### config.mk
export PLATFORM = sky130hd
export DESIGN_NAME = ahb_input_stage_dmas1
export DESIGN_NICKNAME = d
export VERILOG_FILES = /design/src/rtl/ahb_input_stage_dmas1.sv
export SDC_FILE = /design/constraint.sdc
export NUM_CORES = 1
export LEC_CHECK = 0
export CORE_MARGIN = 2
export CORE_UTILIZATION = 41
export DETAILED_ROUTE_END_ITERATION = 16
export MAX_ROUTING_LAYER = met4
export PLACE_DENSITY_LB_ADDON = 0.25
export SLEW_MARGIN = 15
export SYNTH_ARGS = -nofsm -noshare
export SYNTH_HDL_FRONTEND = slang
export SYNTH_SLANG_ARGS = --single-unit
### constraint.sdc
create_clock -name HCLK -period 1.65 [get_ports HCLK]
set_clock_uncertainty 0.1 [all_clocks]
set_input_delay 0.33 -clock HCLK [delete_from_list [all_inputs] [get_ports HCLK]]
set_output_delay 0.33 -clock HCLK [all_outputs]
set_load 0.1 [all_outputs]
### src/rtl/ahb_input_stage_dmas1.sv
// AHB-Lite input stage for the DMA slave port (S1) of the DMA bus matrix.
// Passes address phases through when granted, otherwise holds and stalls the master until granted.
module ahb_input_stage_dmas1 (
   input  logic        HCLK,
   input  logic        HRESETn,
   input  logic        HSELS,
   input  logic [31:0] HADDRS,
   input  logic [1:0]  HTRANSS,
   input  logic        HWRITES,
   input  logic [2:0]  HSIZES,
   input  logic [2:0]  HBURSTS,
   input  logic [3:0]  HPROTS,
   input  logic        HMASTLOCKS,
   input  logic        HREADYS,
   input  logic        active_dec,
   input  logic        readyout_dec,
   input  logic [1:0]  resp_dec,
   output logic        sel_dec,
   output logic [21:0] decode_addr_dec,
   output logic [31:0] addr_dec,
   output logic [1:0]  trans_dec,
   output logic        write_dec,
   output logic [2:0]  size_dec,
   output logic [2:0]  burst_dec,
   output logic [3:0]  prot_dec,
   output logic        mastlock_dec,
   output logic        held_tran,
   output logic        HREADYOUTS,
   output logic [1:0]  HRESPS
);

   logic        pend_q, pend_d;
   logic        data_phase_q, data_phase_d;
   logic        hold_sel_q, hold_sel_d;
   logic [31:0] hold_addr_q, hold_addr_d;
   logic [1:0]  hold_trans_q, hold_trans_d;
   logic        hold_write_q, hold_write_d;
   logic [2:0]  hold_size_q, hold_size_d;
   logic [2:0]  hold_burst_q, hold_burst_d;
   logic [3:0]  hold_prot_q, hold_prot_d;
   logic        hold_mastlock_q, hold_mastlock_d;

   logic new_tran;
   logic load;
   logic accept;

   assign new_tran = HSELS & HTRANSS[1] & HREADYS;
   assign load     = new_tran & ~active_dec & ~pend_q;
   assign accept   = (new_tran & active_dec & ~pend_q) | (pend_q & active_dec & readyout_dec);

   always_comb begin
      pend_d          = pend_q;
      data_phase_d    = data_phase_q;
      hold_sel_d      = hold_sel_q;
      hold_addr_d     = hold_addr_q;
      hold_trans_d    = hold_trans_q;
      hold_write_d    = hold_write_q;
      hold_size_d     = hold_size_q;
      hold_burst_d    = hold_burst_q;
      hold_prot_d     = hold_prot_q;
      hold_mastlock_d = hold_mastlock_q;

      if (load) begin
         pend_d          = 1'b1;
         hold_sel_d      = HSELS;
         hold_addr_d     = HADDRS;
         hold_trans_d    = HTRANSS;
         hold_write_d    = HWRITES;
         hold_size_d     = HSIZES;
         hold_burst_d    = HBURSTS;
         hold_prot_d     = HPROTS;
         hold_mastlock_d = HMASTLOCKS;
      end else if (pend_q & active_dec & readyout_dec) begin
         pend_d = 1'b0;
      end

      // A completing data phase and a fresh accept on the same edge keep data_phase set.
      if (accept) begin
         data_phase_d = 1'b1;
      end else if (data_phase_q & readyout_dec) begin
         data_phase_d = 1'b0;
      end
   end

   always_ff @(posedge HCLK) begin
      if (!HRESETn) begin
         pend_q          <= 1'b0;
         data_phase_q    <= 1'b0;
         hold_sel_q      <= 1'b0;
         hold_addr_q     <= 32'h0;
         hold_trans_q    <= 2'b00;
         hold_write_q    <= 1'b0;
         hold_size_q     <= 3'b000;
         hold_burst_q    <= 3'b000;
         hold_prot_q     <= 4'h0;
         hold_mastlock_q <= 1'b0;
      end else begin
         pend_q          <= pend_d;
         data_phase_q    <= data_phase_d;
         hold_sel_q      <= hold_sel_d;
         hold_addr_q     <= hold_addr_d;
         hold_trans_q    <= hold_trans_d;
         hold_write_q    <= hold_write_d;
         hold_size_q     <= hold_size_d;
         hold_burst_q    <= hold_burst_d;
         hold_prot_q     <= hold_prot_d;
         hold_mastlock_q <= hold_mastlock_d;
      end
   end

   // The holding register only ever captures selected transfers, so sel_dec is forced high.
   assign sel_dec         = pend_q ? 1'b1            : HSELS;
   assign addr_dec        = pend_q ? hold_addr_q     : HADDRS;
   assign trans_dec       = pend_q ? hold_trans_q    : HTRANSS;
   assign write_dec       = pend_q ? hold_write_q    : HWRITES;
   assign size_dec        = pend_q ? hold_size_q     : HSIZES;
   assign burst_dec       = pend_q ? hold_burst_q    : HBURSTS;
   assign prot_dec        = pend_q ? hold_prot_q     : HPROTS;
   assign mastlock_dec    = pend_q ? hold_mastlock_q : HMASTLOCKS;
   assign decode_addr_dec = addr_dec[31:10];
   assign held_tran       = pend_q;

   assign HREADYOUTS = pend_q ? 1'b0 : (data_phase_q ? readyout_dec : 1'b1);
   assign HRESPS     = pend_q ? 2'b00 : (data_phase_q ? resp_dec : 2'b00);

endmodule

==> results of run 1 <==
cell usage after synthesis:
| master | count |
|---|---|
| a21boi_0 | 2 |
| and3b_1 | 2 |
| buf_1 | 1 |
| buf_12 | 3 |
| buf_2 | 6 |
| buf_4 | 23 |
| buf_6 | 1 |
| buf_8 | 1 |
| clkbuf_1 | 8 |
| dfxtp_1 | 48 |
| mux2_2 | 46 |
| mux2i_1 | 45 |
| nand2_1 | 91 |
| nand4b_4 | 1 |
| nor2_1 | 1 |
| nor2_4 | 1 |
| nor2b_1 | 1 |
| o21a_1 | 3 |
| or2_2 | 1 |
per-layer routing:
metal	global-route usage [%]	vias to the layer above	wire length [µm]
met5	-	-	0
met4	5.63	0	85
met3	3.70	8	356
met2	34.4	72	3500
met1	19.6	1050	2570
li1	-	1119	-
timing repair:
item / 4_1_cts / 5_1_grt
buffers inserted: 1 / 1
pin swaps: 0 / 1
endpoints found under the setup margin: 72 / 72
gates resized for setup: 9 / 3
cells in the final DEF, fill, tap and decap left out, drive strengths merged, types with 3 or more instances in the layout:
master         Yosys  final
buf               35     84
clkbuf             8      6
clkdlybuf4s50      0     52
dfxtp             48     48
mux2              46     46
mux2i             45     45
nand2             91     91
o21a               3      3
sequential cells by signal, summed over array words and instances (netlist names):
| name | count |
|---|---|
| hold_addr_q | 32 |
| hold_trans_q | 2 |
| hold_size_q | 3 |
| hold_prot_q | 4 |
| held_tran | 1 |
| hold_burst_q | 3 |
| hold_write_q | 1 |
| data_phase_q | 1 |
| hold_mastlock_q | 1 |
power by group:
part	switching, W	total [W]	internal, W	leakage, nW
combinational	0.00109	0.00180	0.000702	1.57
clock	0.000378	0.000713	0.000335	0.0510
sequential	0.0000157	0.00120	0.00118	0.389
layout make-up:
class                      instances  share of cell area (%)
sequential                        48                    19.7
clock inverter                     2                   0.204
timing repair buffer             136                    43.8
multi-input combinational        194                    32.7
clock buffer                       6                    1.68
tap                               77                    1.96
critical path, delay by kind of cell (launching register included):
| family | cells | cell delay (ns) |
|---|---|---|
| DFF | 1 | 0.43 |
| buffers and inverters | 2 | 0.35 |
| muxes | 1 | 0.37 |
stage by stage:
| stage | power [W] | util [%] | std cells | TNS [ns] |
|---|---|---|---|---|
| floorplan | 0.00247 | - | 285 | -12.83 |
| detailed placement | 0.00301 | 74.9 | 453 | -7.46 |
| global placement | 0.00300 | 74.9 | 453 | -5.67 |
| global route | 0.00382 | 77.2 | 463 | -16.95 |
| CTS | 0.00374 | 76.9 | 462 | -15.22 |
| finish | 0.00371 | 77.2 | 463 | -13.76 |
cell families (layout without fill, tap and decap cells):
| kind of cell | Yosys count | in the layout |
|---|---|---|
| DFF | 48 | 48 |
| and+or+nand+nor | 98 | 98 |
| muxes | 91 | 91 |
| AOI/OAI and AO/OA | 5 | 5 |
| buffers and inverters | 43 | 144 |
worst max path at each step:
stage | start | to | depth (start not counted)
2_1_floorplan | held_tran | decode_addr_dec[10] | 4
3_3_place_gp | HTRANSS[1] | hold_addr_q[7] | 5
3_5_place_dp | HSELS | hold_burst_q[0] | 5
4_1_cts | held_tran | trans_dec[1] | 3
5_1_grt | held_tran | trans_dec[1] | 3
6_report | held_tran | trans_dec[1] | 3
==> flow_summary.yaml, run 1 <==
worst_hold_path:
  hold_class: "register to register"
  hold_end: "hold_addr_q[20]"
  worstHoldStart: "hold_addr_q[20]"
  hold_depth: 2
final_layout:
  ff_latch_area_um2: 965
  fillCellCount: 399
  finalInstanceArea_um2: 4900
  nets: 439
  num_antenna_cells: 0
  syn2layout_area_growth_pct: 81.6
  multiInputGateArea_um2: 1600
  drive_gt1_share_pct: 37.8
outcome:
  status: "finished, violations left"
  violations: "setup timing"
placement:
  dpl_cell_area_um2: 4750
  port_buffers: 126
  dpl_worst_slack_ns: -0.232
  gp_congestion: 0.748
  dpl.hpwl_um: 4940
global_route:
  grt_max_degree: 94
  grt_overflow_total: 0
  grt_first_pass_wirelength_um: 10600
  antenna_found_initial: 0
  track_usage_pct: 18.5
  grt_pass1_vias: 2281
sta:
  relSlewSlack_pct: 75.6
  worstMarginPinSlew_ns: 0.366
  hold_viol_final: 0
  layout_setup_ws_ns: -0.229
  whs_ns: 0.361
  max_freq_ghz: 0.532
  setup_viol: 72
  slew_viol_final: 0
  min_period_ns: 1.88
  rsz0062_at_grt: "yes"
  min_period_over_period_pct: 114
clock_network:
  ctsHtreeMaxLevel: 2
  insertion_delay_ns: 0.30
  clkTransAtPathRegs_ns: 0.09
  cts_buffers: 5
  clk_path_buf_depth: 2
  cts_tree: "done"
  ctsHoldBuffers: 0
  cts_root_buffer: "clkbuf_8"
  clkSinkCount: 48
synthesis:
  synth-simple-area-share_pct: 15.2
  synth_top_area_cell: "dfxtp_1"
  synth_xor_area_share_pct: 0
  seq_area_frac_synth_pct: 35.6
  synthCells: 285
  muxShareOfSynthArea_pct: 35.9
  synth_compound_area_share_pct: 1.39
  synth_fa_ha_area_share_pct: 0
  synth_top_family_by_area: "multiplexers"
  netlist_area_um2: 2700
  syn_nets: 339
  synth_top_area_share_pct: 35.6
  ys_ff_latch: 48
  syn_avg_cell_area_um2: 9.47
  yosys-top-cells-area: "dfxtp_1 (36%), mux2_2 (19%), mux2i_1 (17%)"
  yosysUniqueCellTypes: 19
  yosysWarnings: 0
drt:
  firstDrtPassIters: 4
  antenna_left: 0
  drtIter0Drc: 59
  vias: 2249
  avgViaCountPerCell: 4.86
  wire_per_inst_um: 14.1
  drc: 0
  wl_um: 6510
power_and_ir_drop:
  cellPowerDensity_nw_per_um2: 756
  p_leak_nw: 2.01
  peakVddDrop_mv: 0.540
worst_setup_path:
  slowest_stage: "dfxtp_4"
  required_ns: 1.22
  critical_path.cell_chain: "buf_12 > mux2_2 > buf_12"
  rr_endpoint: "hold_burst_q[0]"
  end_kind: "output pin"
  worst-path-max-fanout: 13
  r2r_start: "held_tran"
  arrival_ns: 1.45
  cp-start-kind: "register"
  slowest_delay_ns: 0.43
  crit_type: "register to output pin"
  ff2ff_setup_slack_ns: 0.23
  ff2ff_path_depth: 4
  cp_common_cell: "buf_12"
floorplanning:
  io_pins: 127
  die_area_um2: 7250
  die_w_um: 85.2
  initial_utilization_pct: 42.5
  coreArea_um2: 6350
  num_rows: 29
  die_h_um: 85.2
flow_run:
  maxCapViolCount: 0
Note: power is estimated with default switching activity, not from simulation.
==> run 2: changes to the inputs <==
--- a/config.mk
+++ b/config.mk
@@ -5,8 +5,10 @@
 export SDC_FILE = /design/constraint.sdc
 export NUM_CORES = 1
 export LEC_CHECK = 0
+export CELL_PAD_IN_SITES_DETAIL_PLACEMENT = 1
+export CELL_PAD_IN_SITES_GLOBAL_PLACEMENT = 1
 export CORE_MARGIN = 2
-export CORE_UTILIZATION = 41
+export CORE_UTILIZATION = 30
 export DETAILED_ROUTE_END_ITERATION = 16
 export MAX_ROUTING_LAYER = met4
 export PLACE_DENSITY_LB_ADDON = 0.25
==> run 2 against run 1 <==
Effect of this change:
- the flow still finishes with violations (setup timing)
- worst hold slack about the same
- clock power decreased by 4.9%
- clock-buffer cell count up 1
- via count rose by 2.9%
- global-route usage down 3.3 points
- combinational power barely moved
- critical path type unchanged
- register-to-register slack got worse by 0.14 ns
- sequential share of layout area down 0.11 points
- critical endpoint is now write_dec
- die area grew 35%
- worst setup slack worse by 0.0018 ns
- largest power group unchanged
- cell count is 7.3% higher
==> flow_summary.yaml, run 2 (synthesis results as in run 1) <==
worst_hold_path:
  hold_class: "register to register"
worst_setup_path:
  cp_top_family: "flip-flops"
  end_kind: "output pin"
  path_buf_inv: 2
  required_ns: 1.22
  slowest_delay_ns: 0.43
  slowest_stage: "dfxtp_4"
  critical_path.cell_chain: "buf_12 > mux2_2 > buf_12"
  ff2ff_setup_slack_ns: 0.09
  cp_common_cell: "buf_12"
  cp-start-kind: "register"
  crit_type: "register to output pin"
  worst-path-max-fanout: 15
  arrival_ns: 1.45
final_layout:
  largest_register_ff_count: 32
  nets: 442
  fillCellCount: 903
  largestRegisters: "hold_addr_q: 32 flops, hold_prot_q: 4 flops"
  num_antenna_cells: 0
  regMostFlops: "hold_addr_q"
  fin_cells: 497
  final_common_cell: "nand2_1"
  layout_common_cells: "nand2_1 (91), buf_12 (79), clkdlybuf4s50_1 (52)"
  syn2layout_area_growth_pct: 82.7
  drive_gt1_share_pct: 37.5
clock_network:
  cts_tree: "done"
  insertion_delay_ns: 0.29
  ctsHoldBuffers: 0
  clkSinkCount: 48
  cts_root_buffer: "clkbuf_8"
  cts_buffers: 5
  clkTransAtPathRegs_ns: 0.09
  clk_path_buf_depth: 2
  ctsHtreeMaxLevel: 2
drt:
  wl_um: 7420
  drc: 0
  drtIter0Drc: 33
  wire_per_inst_um: 14.9
  vias: 2315
  antenna_left: 0
  firstDrtPassIters: 2
  avgViaCountPerCell: 4.66
global_route:
  track_usage_pct: 15.2
  grt_overflow_total: 0
  grt_max_degree: 94
  antenna_found_initial: 0
  grt_first_pass_wirelength_um: 11700
  grt_pass1_vias: 2413
sta:
  relSlewSlack_pct: 75.1
  setup_viol: 72
  min_period_over_period_pct: 114
  hold_viol_final: 0
  rsz0062_at_grt: "yes"
  max_freq_ghz: 0.532
  min_period_ns: 1.88
  fin_setup_tns_ns: -14.07
  layout_setup_ws_ns: -0.231
  slew_viol_final: 0
  worstMarginPinSlew_ns: 0.373
power_and_ir_drop:
  p_leak_nw: 2.00
  cellPowerDensity_nw_per_um2: 746
  peakVddDrop_mv: 0.339
floorplanning:
  io_pins: 127
  die_w_um: 98.9
  num_rows: 34
  die_area_um2: 9780
  coreArea_um2: 8720
  initial_utilization_pct: 31.0
  die_h_um: 98.9
placement:
  port_buffers: 126
  dpl.hpwl_um: 5650
  gp_congestion: 0.694
  place_inst: 487
outcome:
  status: "finished, violations left"
  violations: "setup timing"
flow_run:
  maxCapViolCount: 0
run 2: cell types whose count changed in the layout (fill, tap and decap cells not counted):
cell | before | now
buf_12 | 80 | 79
buf_4 | 3 | 5
buf_6 | 0 | 2
clkbuf_1 | 0 | 2
clkbuf_8 | 6 | 5
clkinv_2 | 2 | 1
mux2_2 | 2 | 6
mux2_4 | 44 | 40
nor2b_1 | 0 | 1
nor2b_2 | 1 | 0
run 2: area by class of cell:
| cell class | instances | area, µm² | area share, % |
|---|---|---|---|
| clock buffer | 7 | 76.3 | 1.55 |
| clock inverter | 1 | 5.00 | 0.101 |
| tap | 108 | 135 | 2.74 |
| timing repair buffer | 139 | 2170 | 43.9 |
| multi-input combinational | 194 | 1580 | 32.1 |
| sequential | 48 | 965 | 19.6 |
run 2: power by group:
part / switching (W) / internal (W) / total (W) / leakage [nW]
clock network: 0.000380 / 0.000298 / 0.000678 / 0.0422
registers: 0.0000155 / 0.00118 / 0.00120 / 0.389
logic: 0.00110 / 0.000701 / 0.00180 / 1.57
run 2: repair_timing:
item / 4_1_cts / 5_1_grt
resized for setup: 7 / 2
setup endpoints to repair: 72 / 75
endpoints found under the hold margin: 0 / 0
setup buffers: 2 / 0
pin swaps: 0 / 0
run 2: worst reg2reg max path, cell delays in order, from the launching register on:
cell,delay (ns)
dfxtp_4,0.40
buf_12,0.17
nand4b_4,0.18
nor2_4,0.14
buf_12,0.25
mux2i_1,0.25
run 2: routing by layer:
metal | vias up | share of wire, % | global-route usage, %
li1 | 1125 | - | -
met1 | 1120 | 40 | 17.5
met2 | 65 | 55 | 27.4
met3 | 5 | 3.9 | 2.62
met4 | 0 | 0.85 | 3.79
met5 | - | 0 | -
run 2: worst paths after layout:
path / startpoint / endpoint / depth (start not counted)
min reg2reg: hold_addr_q[8] / hold_addr_q[8] / 2
max: held_tran / write_dec / 3
max reg2reg: held_tran / hold_addr_q[2] / 5
min: hold_addr_q[8] / hold_addr_q[8] / 2
run 2: metrics by stage:
| stage | worst slack, ns | hold slack (ns) | utilization, % | total power (W) | cell area (µm²) |
|---|---|---|---|---|---|
| after CTS | -0.256 | 0.364 | 56.5 | 0.00373 | 4920 |
| final | -0.231 | 0.361 | 56.6 | 0.00368 | 4930 |
| after floorplan | -0.305 | 0.331 | - | 0.00247 | 3150 |
| after global placement | -0.144 | 0.340 | 55.1 | 0.00301 | 4800 |
| after global routing | -0.278 | 0.381 | 56.6 | 0.00381 | 4930 |
| after detailed placement | -0.183 | 0.351 | 55.1 | 0.00303 | 4800 |
